<file path="src/rtl/uart_rx.sv">
// -----------------------------------------------------------------------------
// uart_rx -- UART receiver for the uart0 serial link.
//
// Synchronises the asynchronous uart0_rxd line into system_clk, finds the
// start bit, samples every bit at mid-bit and deframes 8N1 characters (8E1
// when UART_RX_PARITY_EN is defined). Completed bytes are offered to the core
// through a one-entry valid/ready holding register. Framing, overrun and
// (optionally) parity errors are reported as single-cycle pulses.
//
// Build option:
//   UART_RX_PARITY_EN  -- adds an even-parity bit after the data bits and the
//                         rx_parity_err output. Undefined by default (8N1).
//
// Parameters:
//   CLKS_PER_BIT  system_clk cycles per UART bit (legal 4..65535).
//
// Ports:
//   system_clk     in   sole clock, rising edge
//   reset_n        in   asynchronous active-low reset
//   uart0_rxd      in   serial line, idles high, asynchronous to system_clk
//   rx_data        out  received byte, LSB = first data bit on the wire
//   rx_valid       out  rx_data holds an unconsumed byte
//   rx_ready       in   consumer takes the byte when rx_valid && rx_ready
//   rx_busy        out  receiver is somewhere other than IDLE
//   rx_frame_err   out  one-cycle pulse: stop bit sampled low
//   rx_overrun     out  one-cycle pulse: byte lost, holding register full
//   rx_parity_err  out  one-cycle pulse: parity mismatch (option only)
// -----------------------------------------------------------------------------
module uart_rx #(
    parameter int CLKS_PER_BIT = 434
) (
    input  logic       system_clk,
    input  logic       reset_n,
    input  logic       uart0_rxd,
    output logic [7:0] rx_data,
    output logic       rx_valid,
    input  logic       rx_ready,
    output logic       rx_busy,
    output logic       rx_frame_err,
    output logic       rx_overrun
`ifdef UART_RX_PARITY_EN
    ,
    output logic       rx_parity_err
`endif
);

    localparam int HALF_BIT = CLKS_PER_BIT / 2;

    // Terminal counts of the cycle counter: half a bit to reach the middle
    // of the start bit, a full bit between successive samples after that.
    localparam logic [15:0] CNT_HALF_END = 16'(HALF_BIT - 1);
    localparam logic [15:0] CNT_BIT_END  = 16'(CLKS_PER_BIT - 1);

    typedef enum logic [2:0] {
        IDLE   = 3'd0,
        START  = 3'd1,
        DATA   = 3'd2,
        STOP   = 3'd3,
        BRK    = 3'd4
`ifdef UART_RX_PARITY_EN
        ,
        PARITY = 3'd5
`endif
    } state_t;

    // -------------------------------------------------------------------------
    // Input synchroniser. Both flops reset to the idle (high) line level so
    // that releasing reset never looks like a start edge.
    // -------------------------------------------------------------------------
    logic rxd_meta_reg;
    logic rxd_s_reg;

    always_ff @(posedge system_clk or negedge reset_n) begin
        if (!reset_n) begin
            rxd_meta_reg <= 1'b1;
            rxd_s_reg    <= 1'b1;
        end else begin
            rxd_meta_reg <= uart0_rxd;
            rxd_s_reg    <= rxd_meta_reg;
        end
    end

    // -------------------------------------------------------------------------
    // Deframing state machine
    // -------------------------------------------------------------------------
    state_t      state_reg,      state_next;
    logic [15:0] cnt_reg,        cnt_next;
    logic [2:0]  bit_cnt_reg,    bit_cnt_next;
    logic [7:0]  shift_reg,      shift_next;
    logic        done_reg,       done_next;
    logic        frame_err_reg,  frame_err_next;
    logic        parity_bad;
`ifdef UART_RX_PARITY_EN
    logic        par_bit_reg,    par_bit_next;
    logic        parity_err_reg, parity_err_next;
`endif

    always_ff @(posedge system_clk or negedge reset_n) begin
        if (!reset_n) begin
            state_reg      <= IDLE;
            cnt_reg        <= '0;
            bit_cnt_reg    <= '0;
            shift_reg      <= '0;
            done_reg       <= 1'b0;
            frame_err_reg  <= 1'b0;
`ifdef UART_RX_PARITY_EN
            par_bit_reg    <= 1'b0;
            parity_err_reg <= 1'b0;
`endif
        end else begin
            state_reg      <= state_next;
            cnt_reg        <= cnt_next;
            bit_cnt_reg    <= bit_cnt_next;
            shift_reg      <= shift_next;
            done_reg       <= done_next;
            frame_err_reg  <= frame_err_next;
`ifdef UART_RX_PARITY_EN
            par_bit_reg    <= par_bit_next;
            parity_err_reg <= parity_err_next;
`endif
        end
    end

    // Parity is judged against the fully shifted byte when the stop bit is
    // sampled, so the error pulse lines up with any framing error pulse.
`ifdef UART_RX_PARITY_EN
    assign parity_bad = par_bit_reg ^ (^shift_reg);
`else
    assign parity_bad = 1'b0;
`endif

    always_comb begin
        state_next      = state_reg;
        cnt_next        = cnt_reg + 16'd1;
        bit_cnt_next    = bit_cnt_reg;
        shift_next      = shift_reg;
        done_next       = 1'b0;
        frame_err_next  = 1'b0;
`ifdef UART_RX_PARITY_EN
        par_bit_next    = par_bit_reg;
        parity_err_next = 1'b0;
`endif

        case (state_reg)
            IDLE: begin
                cnt_next = '0;
                if (!rxd_s_reg) begin
                    state_next = START;
                end
            end

            START: begin
                if (cnt_reg == CNT_HALF_END) begin
                    cnt_next = '0;
                    if (rxd_s_reg) begin
                        // Line back high at mid-start: a glitch, not a frame.
                        state_next = IDLE;
                    end else begin
                        state_next   = DATA;
                        bit_cnt_next = '0;
                    end
                end
            end

            DATA: begin
                if (cnt_reg == CNT_BIT_END) begin
                    cnt_next   = '0;
                    // LSB arrives first, so shift right and let the MSB
                    // land in bit 7 on the eighth sample.
                    shift_next = {rxd_s_reg, shift_reg[7:1]};
                    if (bit_cnt_reg == 3'd7) begin
                        bit_cnt_next = '0;
`ifdef UART_RX_PARITY_EN
                        state_next   = PARITY;
`else
                        state_next   = STOP;
`endif
                    end else begin
                        bit_cnt_next = bit_cnt_reg + 3'd1;
                    end
                end
            end

`ifdef UART_RX_PARITY_EN
            PARITY: begin
                if (cnt_reg == CNT_BIT_END) begin
                    cnt_next     = '0;
                    par_bit_next = rxd_s_reg;
                    state_next   = STOP;
                end
            end
`endif

            STOP: begin
                if (cnt_reg == CNT_BIT_END) begin
                    cnt_next = '0;
`ifdef UART_RX_PARITY_EN
                    parity_err_next = parity_bad;
`endif
                    if (rxd_s_reg) begin
                        done_next  = !parity_bad;
                        state_next = IDLE;
                    end else begin
                        // Stop bit low: either a broken frame or a break.
                        // Park in BRK until the line returns high so a long
                        // low never turns into a stream of 0x00 bytes.
                        frame_err_next = 1'b1;
                        state_next     = BRK;
                    end
                end
            end

            BRK: begin
                cnt_next = '0;
                if (rxd_s_reg) begin
                    state_next = IDLE;
                end
            end

            default: begin
                cnt_next   = '0;
                state_next = IDLE;
            end
        endcase
    end

    // -------------------------------------------------------------------------
    // One-entry holding register with valid/ready handshake.
    // done_reg pulses the cycle after the stop sample; shift_reg is stable
    // then because the next frame cannot reach its first data sample yet.
    // -------------------------------------------------------------------------
    logic [7:0] rx_data_reg;
    logic       rx_valid_reg;
    logic       overrun_reg;

    always_ff @(posedge system_clk or negedge reset_n) begin
        if (!reset_n) begin
            rx_data_reg  <= '0;
            rx_valid_reg <= 1'b0;
            overrun_reg  <= 1'b0;
        end else begin
            overrun_reg <= 1'b0;
            if (done_reg) begin
                if (!rx_valid_reg || rx_ready) begin
                    rx_data_reg  <= shift_reg;
                    rx_valid_reg <= 1'b1;
                end else begin
                    // Consumer still holding the previous byte: keep it,
                    // drop the new one and flag the loss.
                    overrun_reg <= 1'b1;
                end
            end else if (rx_valid_reg && rx_ready) begin
                rx_valid_reg <= 1'b0;
            end
        end
    end

    assign rx_data       = rx_data_reg;
    assign rx_valid      = rx_valid_reg;
    assign rx_busy       = (state_reg != IDLE);
    assign rx_frame_err  = frame_err_reg;
    assign rx_overrun    = overrun_reg;
`ifdef UART_RX_PARITY_EN
    assign rx_parity_err = parity_err_reg;
`endif

endmodule

</file>
<file path="config.mk">
export PLATFORM = sky130hd
export DESIGN_NAME = uart_rx
export DESIGN_NICKNAME = d
export VERILOG_FILES = /design/src/rtl/uart_rx.sv
export SDC_FILE = /design/constraint.sdc
export NUM_CORES = 1
export LEC_CHECK = 0
export ABC_CLOCK_PERIOD_IN_PS = 2300
export BUFFER_PORTS_ARGS = -buffer_cell sky130_fd_sc_hd__buf_2
export CAP_MARGIN = 10
export CORE_MARGIN = 2
export CORE_UTILIZATION = 59
export CTS_CLUSTER_SIZE = 14
export DETAILED_ROUTE_END_ITERATION = 6
export GPL_TIMING_DRIVEN = 0
export HOLD_SLACK_MARGIN = 0.02
export PLACE_DENSITY = 0.76
export RECOVER_POWER = 100
export SLEW_MARGIN = 20
export SYNTH_ARGS = -nofsm -noshare
export SYNTH_HDL_FRONTEND = slang
export SYNTH_SLANG_ARGS = --single-unit
</file>
<file path="constraint.sdc">
create_clock -name system_clk -period 2.3 [get_ports system_clk]
set_clock_uncertainty 0.15 [all_clocks]
set_input_delay 0.23 -clock system_clk [delete_from_list [all_inputs] [get_ports system_clk]]
set_output_delay 0.23 -clock system_clk [all_outputs]
set_load 0.02 [all_outputs]
</file>
==> impl_metrics.py, run 1 <==
metrics = {
    "placement": {
        "numPortBuffers": 15,
        "hpwlAfterDp_um": 2570,
        "place_area_mm2": 0.002207,
        "globalplace.congestion": 0.8903,
    },
    "timing": {
        "maxSlewViolCount": 0,
        "tns_ns": 0,
        "min_period_over_period": 0.8901,
        "rsz0062_at_grt": "no",
        "fin_crit_ns": 2.047,
        "hold_violations": 0,
        "whs_ns": 0.2238,
        "fmax_mhz": 488.5,
        "finalSetupViolations": 0,
        "relSlewSlack": 0.3183,
        "tightest_slew_ns": 1.023,
    },
    "floorplanning": {
        "fp.dieArea_mm2": 0.004006,
        "start_util": 0.6168,
        "io_pins": 16,
        "die_w_um": 63.30,
        "die_h_um": 63.30,
        "core-area_mm2": 0.003363,
        "rows": 21,
    },
    "routing": {
        "first_iter_violations": 110,
        "via_per_inst": 5.618,
        "via_count": 1427,
        "drc": 0,
        "finalWirelength_um": 3534,
        "drt_pass1_iterations": 4,
        "wl_per_cell_um": 13.91,
        "postRouteAntennaNets": 0,
    },
    "clock_tree": {
        "cts.repair.resized": 0,
        "cts_hold_buf": 3,
        "cts-root-buf": "clkbuf_4",
        "cts_tree": "built",
        "cts_made_buffers": 5,
        "clk_pin_slew_ns": 0.13,
        "clock_latency_ns": 0.36,
        "cts.sinks": 44,
        "cts.path.max_buffers": 2,
        "h-tree-depth": 2,
        "post_cts_buffers": 0,
    },
    "yosys": {
        "synthFlopType": "dfrtp_1",
        "synth.area.top_cells": "dfrtp_1, mux2_1, mux2_2",
        "yosysTopAreaCell": "dfrtp_1",
        "seq_area_frac_synth": 0.5320,
        "synth_cell_types": 42,
        "synth_edf_count": 0,
        "syn_area_mm2": 0.002074,
        "syn_nets": 191,
        "ys.warnings.count": 0,
        "avgSynthCellArea_um2": 11.40,
        "synth-async-reset-ratio": 1.000,
        "synth_cells": 182,
        "synth.top_cell.area_share": 0.5066,
        "synth_seq_cells": 44,
    },
    "worst_hold_path": {
        "min_path_type": "register to register",
    },
    "power": {
        "p_leak_uw": 0.001146,
        "pwr-share-seq": 0.595,
        "p_comb_frac": 0.017,
        "power.internal_uw": 1043,
        "power.share.switching": 0.2027,
        "power.switching_uw": 265.4,
        "power_density_mw_per_mm2": 567.3,
        "clkPwrFrac": 0.388,
        "peakVddDrop_v": 0.0004906,
    },
    "grt": {
        "grt_pass1_wl_um": 6423,
        "overflow": 0,
        "grt_usage": 0.2080,
        "grt_pass1_vias": 1427,
        "antenna_found_initial": 0,
        "grt_start_max_net_pins": 45,
    },
    "worst_setup_path": {
        "crit_arrival_ns": 2.15,
        "criticalPathCategory": "register to register",
        "startpoint_type": "register",
        "r2r_slack_ns": 0.25,
        "worstPathRequired_ns": 2.40,
        "critPathMaxFanout": 9,
        "endpoint_kind": "register",
    },
    "final_layout": {
        "final_core_util": 0.6860,
        "design_area_mm2": 0.002307,
        "antenna_cells": 0,
        "largest_reg_flops": 16,
        "fill_cells": 275,
        "drive_gt1_frac": 0.1490,
        "nets": 216,
        "synthToLayoutAreaGrowth_pct": 11.22,
    },
    "run": {
        "maxCapViolCount": 0,
    },
    "run_status": {
        "status": "complete, no violations",
    },
}
==> routing by layer <==
metal	wire, µm	GRT usage	vias up
li1	-	-	698
met1	1600	0.2699	698
met2	1746	0.3364	25
met3	138	0.05893	6
met4	48	0.07337	0
met5	0	0	-
==> synth_stat cells (2+ instances only) <==
cell type / n
a21oi_1: 11
and3_1: 6
dfrtp_1: 42
dfstp_2: 2
ha_1: 5
inv_1: 6
mux2_1: 8
mux2_2: 8
nand2_1: 7
nand2b_1: 3
nand3_1: 4
nand3_2: 3
nand4_1: 8
nor2_1: 21
nor2b_1: 2
nor3_1: 2
o21ai_0: 5
o31ai_1: 3
or3_1: 5
xnor2_1: 4
xor2_1: 6
==> layout make-up <==
class / count / area (µm²) / area share
Buffer: 4 / 26.28 / 0.01139
Clock buffer: 6 / 51.30 / 0.02223
Clock inverter: 2 / 38.79 / 0.01681
Inverter: 6 / 22.52 / 0.009761
Multi-Input combinational cell: 128 / 915.9 / 0.3970
Sequential cell: 44 / 1104 / 0.4783
Tap cell: 46 / 57.56 / 0.02495
Timing Repair Buffer: 18 / 91.34 / 0.03959
==> through the flow <==
step                      std cells  total power [µW]  worst slack (ns)
after floorplan                 182             795.3            0.4230
final                           254              1309            0.2527
after CTS                       254              1328            0.2206
after global placement          243             812.2            0.3058
after global routing            254              1362           0.09351
after detailed placement        243             813.7            0.2459
==> logic make-up (layout without fill, tap and decap cells) <==
family,after synthesis,after routing,share of synthesized area
flip-flops,44,44,0.5320
XOR/XNOR,10,10,0.04222
buffers and inverters,10,36,0.02412
adder cells (fa/ha/maj),5,5,0.03016
AND/OR/NAND/NOR,72,72,0.2021
AO/OA/AOI/OAI,24,24,0.07781
multiplexers,17,17,0.09168
==> final timing paths <==
kind	cells past startpoint	start	end
worst max-delay path	7	cnt_reg[1]	shift_reg[5]
worst min-delay path	0	rxd_meta_reg	rxd_s_reg
worst max register to register	7	cnt_reg[1]	shift_reg[5]
worst min register to register	0	rxd_meta_reg	rxd_s_reg
max in group asynchronous	2	reset_n	cnt_reg[1]
min in group asynchronous	2	reset_n	rx_valid
==> layout by cell type, fill, tap and decap left out, types with 5 or more instances in the layout <==
cell type | netlist | routed
a21oi_1 | 11 | 11
and3_1 | 6 | 6
clkbuf_1 | 1 | 13
clkbuf_4 | 0 | 5
dfrtp_1 | 42 | 42
ha_1 | 5 | 5
inv_1 | 6 | 6
mux2_1 | 8 | 8
mux2_2 | 8 | 8
nand2_1 | 7 | 7
nand3_1 | 4 | 5
nand4_1 | 8 | 8
nor2_1 | 21 | 21
o21ai_0 | 5 | 5
or3_1 | 5 | 5
xor2_1 | 6 | 6
==> critical path, cell delays in order (launching register included) <==
cell	delay, ns
dfrtp_1	0.41
inv_1	0.09
ha_1	0.17
nor2b_1	0.20
and3b_1	0.22
and3_1	0.17
buf_4	0.18
mux2_1	0.35
==> power by group through the flow <==
stage               combinational [µW]  clock (µW)  sequential (µW)
global placement                  18.9           0              793
CTS                               24.1         525              779
floorplan                         2.30           0              793
detailed placement                20.4           0              793
finish                            22.5         508              779
global route                      26.8         556              779
(Power assumes the default switching activity.)
==> run 2, diff against run 1 <==
--- a/config.mk
+++ b/config.mk
@@ -5,16 +5,16 @@
 export SDC_FILE = /design/constraint.sdc
 export NUM_CORES = 1
 export LEC_CHECK = 0
-export ABC_CLOCK_PERIOD_IN_PS = 2300
+export ABC_CLOCK_PERIOD_IN_PS = 2450
 export BUFFER_PORTS_ARGS = -buffer_cell sky130_fd_sc_hd__buf_2
 export CAP_MARGIN = 10
 export CORE_MARGIN = 2
-export CORE_UTILIZATION = 59
+export CORE_UTILIZATION = 60
 export CTS_CLUSTER_SIZE = 14
 export DETAILED_ROUTE_END_ITERATION = 6
 export GPL_TIMING_DRIVEN = 0
 export HOLD_SLACK_MARGIN = 0.02
-export PLACE_DENSITY = 0.76
+export PLACE_DENSITY = 0.77
 export RECOVER_POWER = 100
 export SLEW_MARGIN = 20
 export SYNTH_ARGS = -nofsm -noshare
==> constraint.sdc (replaced) <==
create_clock -name system_clk -period 2.45 [get_ports system_clk]
set_clock_uncertainty 0.15 [all_clocks]
set_input_delay 0.245 -clock system_clk [delete_from_list [all_inputs] [get_ports system_clk]]
set_output_delay 0.245 -clock system_clk [all_outputs]
set_load 0.02 [all_outputs]
==> impl_metrics.py, run 2 (synthesis gave the netlist of run 1 again) <==
metrics = {
    "timing": {
        "tightest_slew_ns": 1.037,
        "maxSlewViolCount": 0,
        "hold_violations": 0,
        "fmax_mhz": 468.3,
        "finalSetupViolations": 0,
        "tns_ns": 0,
        "whs_ns": 0.2144,
        "setup_slack_ns": 0.3148,
        "relSlewSlack": 0.3087,
        "rsz0062_at_grt": "no",
        "min_period_over_period": 0.8715,
        "fin_crit_ns": 2.135,
    },
    "floorplanning": {
        "die_h_um": 62.80,
        "die_w_um": 62.80,
        "rows": 21,
        "fp.dieArea_mm2": 0.003944,
        "start_util": 0.6217,
        "io_pins": 16,
        "core-area_mm2": 0.003337,
    },
    "final_layout": {
        "drive_gt1_frac": 0.1538,
        "fill_cells": 269,
        "synthToLayoutAreaGrowth_pct": 9.530,
        "design_area_mm2": 0.002272,
        "nets": 216,
        "final_common_cell": "dfrtp_1",
        "largest_reg_flops": 16,
        "final_cell_mix": "dfrtp_1, nor2_1, clkbuf_1, a21oi_1",
        "antenna_cells": 0,
    },
    "run": {
        "maxCapViolCount": 0,
    },
    "clock_tree": {
        "cts.sinks": 44,
        "cts_made_buffers": 5,
        "h-tree-depth": 2,
        "cts-root-buf": "clkbuf_4",
        "cts_tree": "built",
        "clk_pin_slew_ns": 0.13,
        "clock_latency_ns": 0.37,
        "cts.path.max_buffers": 2,
    },
    "worst_setup_path": {
        "crit_end": "cnt_reg[3]",
        "crit_arrival_ns": 2.25,
        "criticalPathCategory": "register to register",
        "startpoint_type": "register",
        "startpoint": "cnt_reg[11]",
        "timing.rr.end": "cnt_reg[3]",
        "critPathMaxFanout": 10,
        "endpoint_kind": "register",
        "r2r_slack_ns": 0.31,
        "r2r_cells": 5,
        "worstPathRequired_ns": 2.57,
        "r2r-start": "cnt_reg[11]",
    },
    "grt": {
        "grt_start_max_net_pins": 45,
        "grt_pass1_vias": 1469,
        "grt_usage": 0.2215,
        "antenna_found_initial": 0,
        "grt_pass1_wl_um": 6762,
        "overflow": 0,
    },
    "power": {
        "peakVddDrop_v": 0.0003403,
        "power_density_mw_per_mm2": 489.5,
        "p_leak_uw": 0.001077,
    },
    "routing": {
        "drc": 0,
        "first_iter_violations": 120,
        "finalWirelength_um": 3734,
        "via_per_inst": 5.874,
        "drt_pass1_iterations": 4,
        "wl_per_cell_um": 14.70,
        "postRouteAntennaNets": 0,
        "via_count": 1492,
    },
    "placement": {
        "hpwlAfterDp_um": 2562,
        "globalplace.congestion": 0.8604,
        "dp_slack_ns": 0.4002,
        "place_area_mm2": 0.002207,
        "numPortBuffers": 15,
    },
    "worst_hold_path": {
        "min_path_type": "register to register",
    },
    "run_status": {
        "status": "complete, no violations",
    },
}
## run 2: layout make-up
type / count / area (µm²) / area share
Clock inverter: 3 / 23.77 / 0.01046
Clock buffer: 5 / 37.54 / 0.01652
Tap cell: 46 / 57.56 / 0.02533
Sequential cell: 44 / 1104 / 0.4857
Inverter: 6 / 22.52 / 0.009912
Multi-Input combinational cell: 128 / 909.6 / 0.4003
Buffer: 4 / 26.28 / 0.01156
Timing Repair Buffer: 18 / 91.34 / 0.04020
## run 2: worst min-delay path by stage
stage / start / to / slack, ns / cells past startpoint
4_1_cts: rxd_meta_reg / rxd_s_reg / 0.22 / 0
5_1_grt: rxd_meta_reg / rxd_s_reg / 0.22 / 0
6_report: rxd_meta_reg / rxd_s_reg / 0.21 / 0
3_5_place_dp: rxd_meta_reg / rxd_s_reg / 0.20 / 0
2_1_floorplan: reset_n / bit_cnt_reg[0] / -0.20 / 0
3_3_place_gp: rxd_meta_reg / rxd_s_reg / 0.20 / 0
## run 2: routing by layer
layer	vias to the layer above	wire length, µm	GRT usage
met4	0	100	0.1111
met1	744	1594	0.2702
met2	39	1857	0.3683
met3	9	181	0.05225
met5	-	0	0
li1	700	-	-
## run 2: stage by stage
stage | cells | utilization | total power, µW
2_1_floorplan | 182 | - | 746.6
3_3_place_gp | 243 | 0.6614 | 762.5
3_5_place_dp | 243 | 0.6614 | 763.7
4_1_cts | 254 | 0.6888 | 1126
5_1_grt | 254 | 0.6809 | 1159
6_report | 254 | 0.6809 | 1112
## run 2: repair_timing
item | CTS | global route
gates resized for setup | 0 | 0
hold buffers | 3 | 0
setup buffers | 0 | 0
endpoints found under the hold margin | 44 | 0
## run 2: report_power, final
| part | leakage, µW | internal (µW) | total [µW] | switching (µW) |
|---|---|---|---|---|
| sequential | 0.000593 | 729 | 731 | 2.01 |
| combinational | 0.000457 | 5.86 | 21.0 | 15.1 |
| clock | 0.0000274 | 113 | 360 | 247 |
| total | 0.00108 | 848 | 1110 | 264 |
## run 2: critical path, cell delays in order (launching register included)
cell	delay, ns
dfrtp_1	0.48
nor4b_4	0.36
nand3_2	0.18
a221oi_2	0.58
buf_6	0.22
nor2_1	0.06
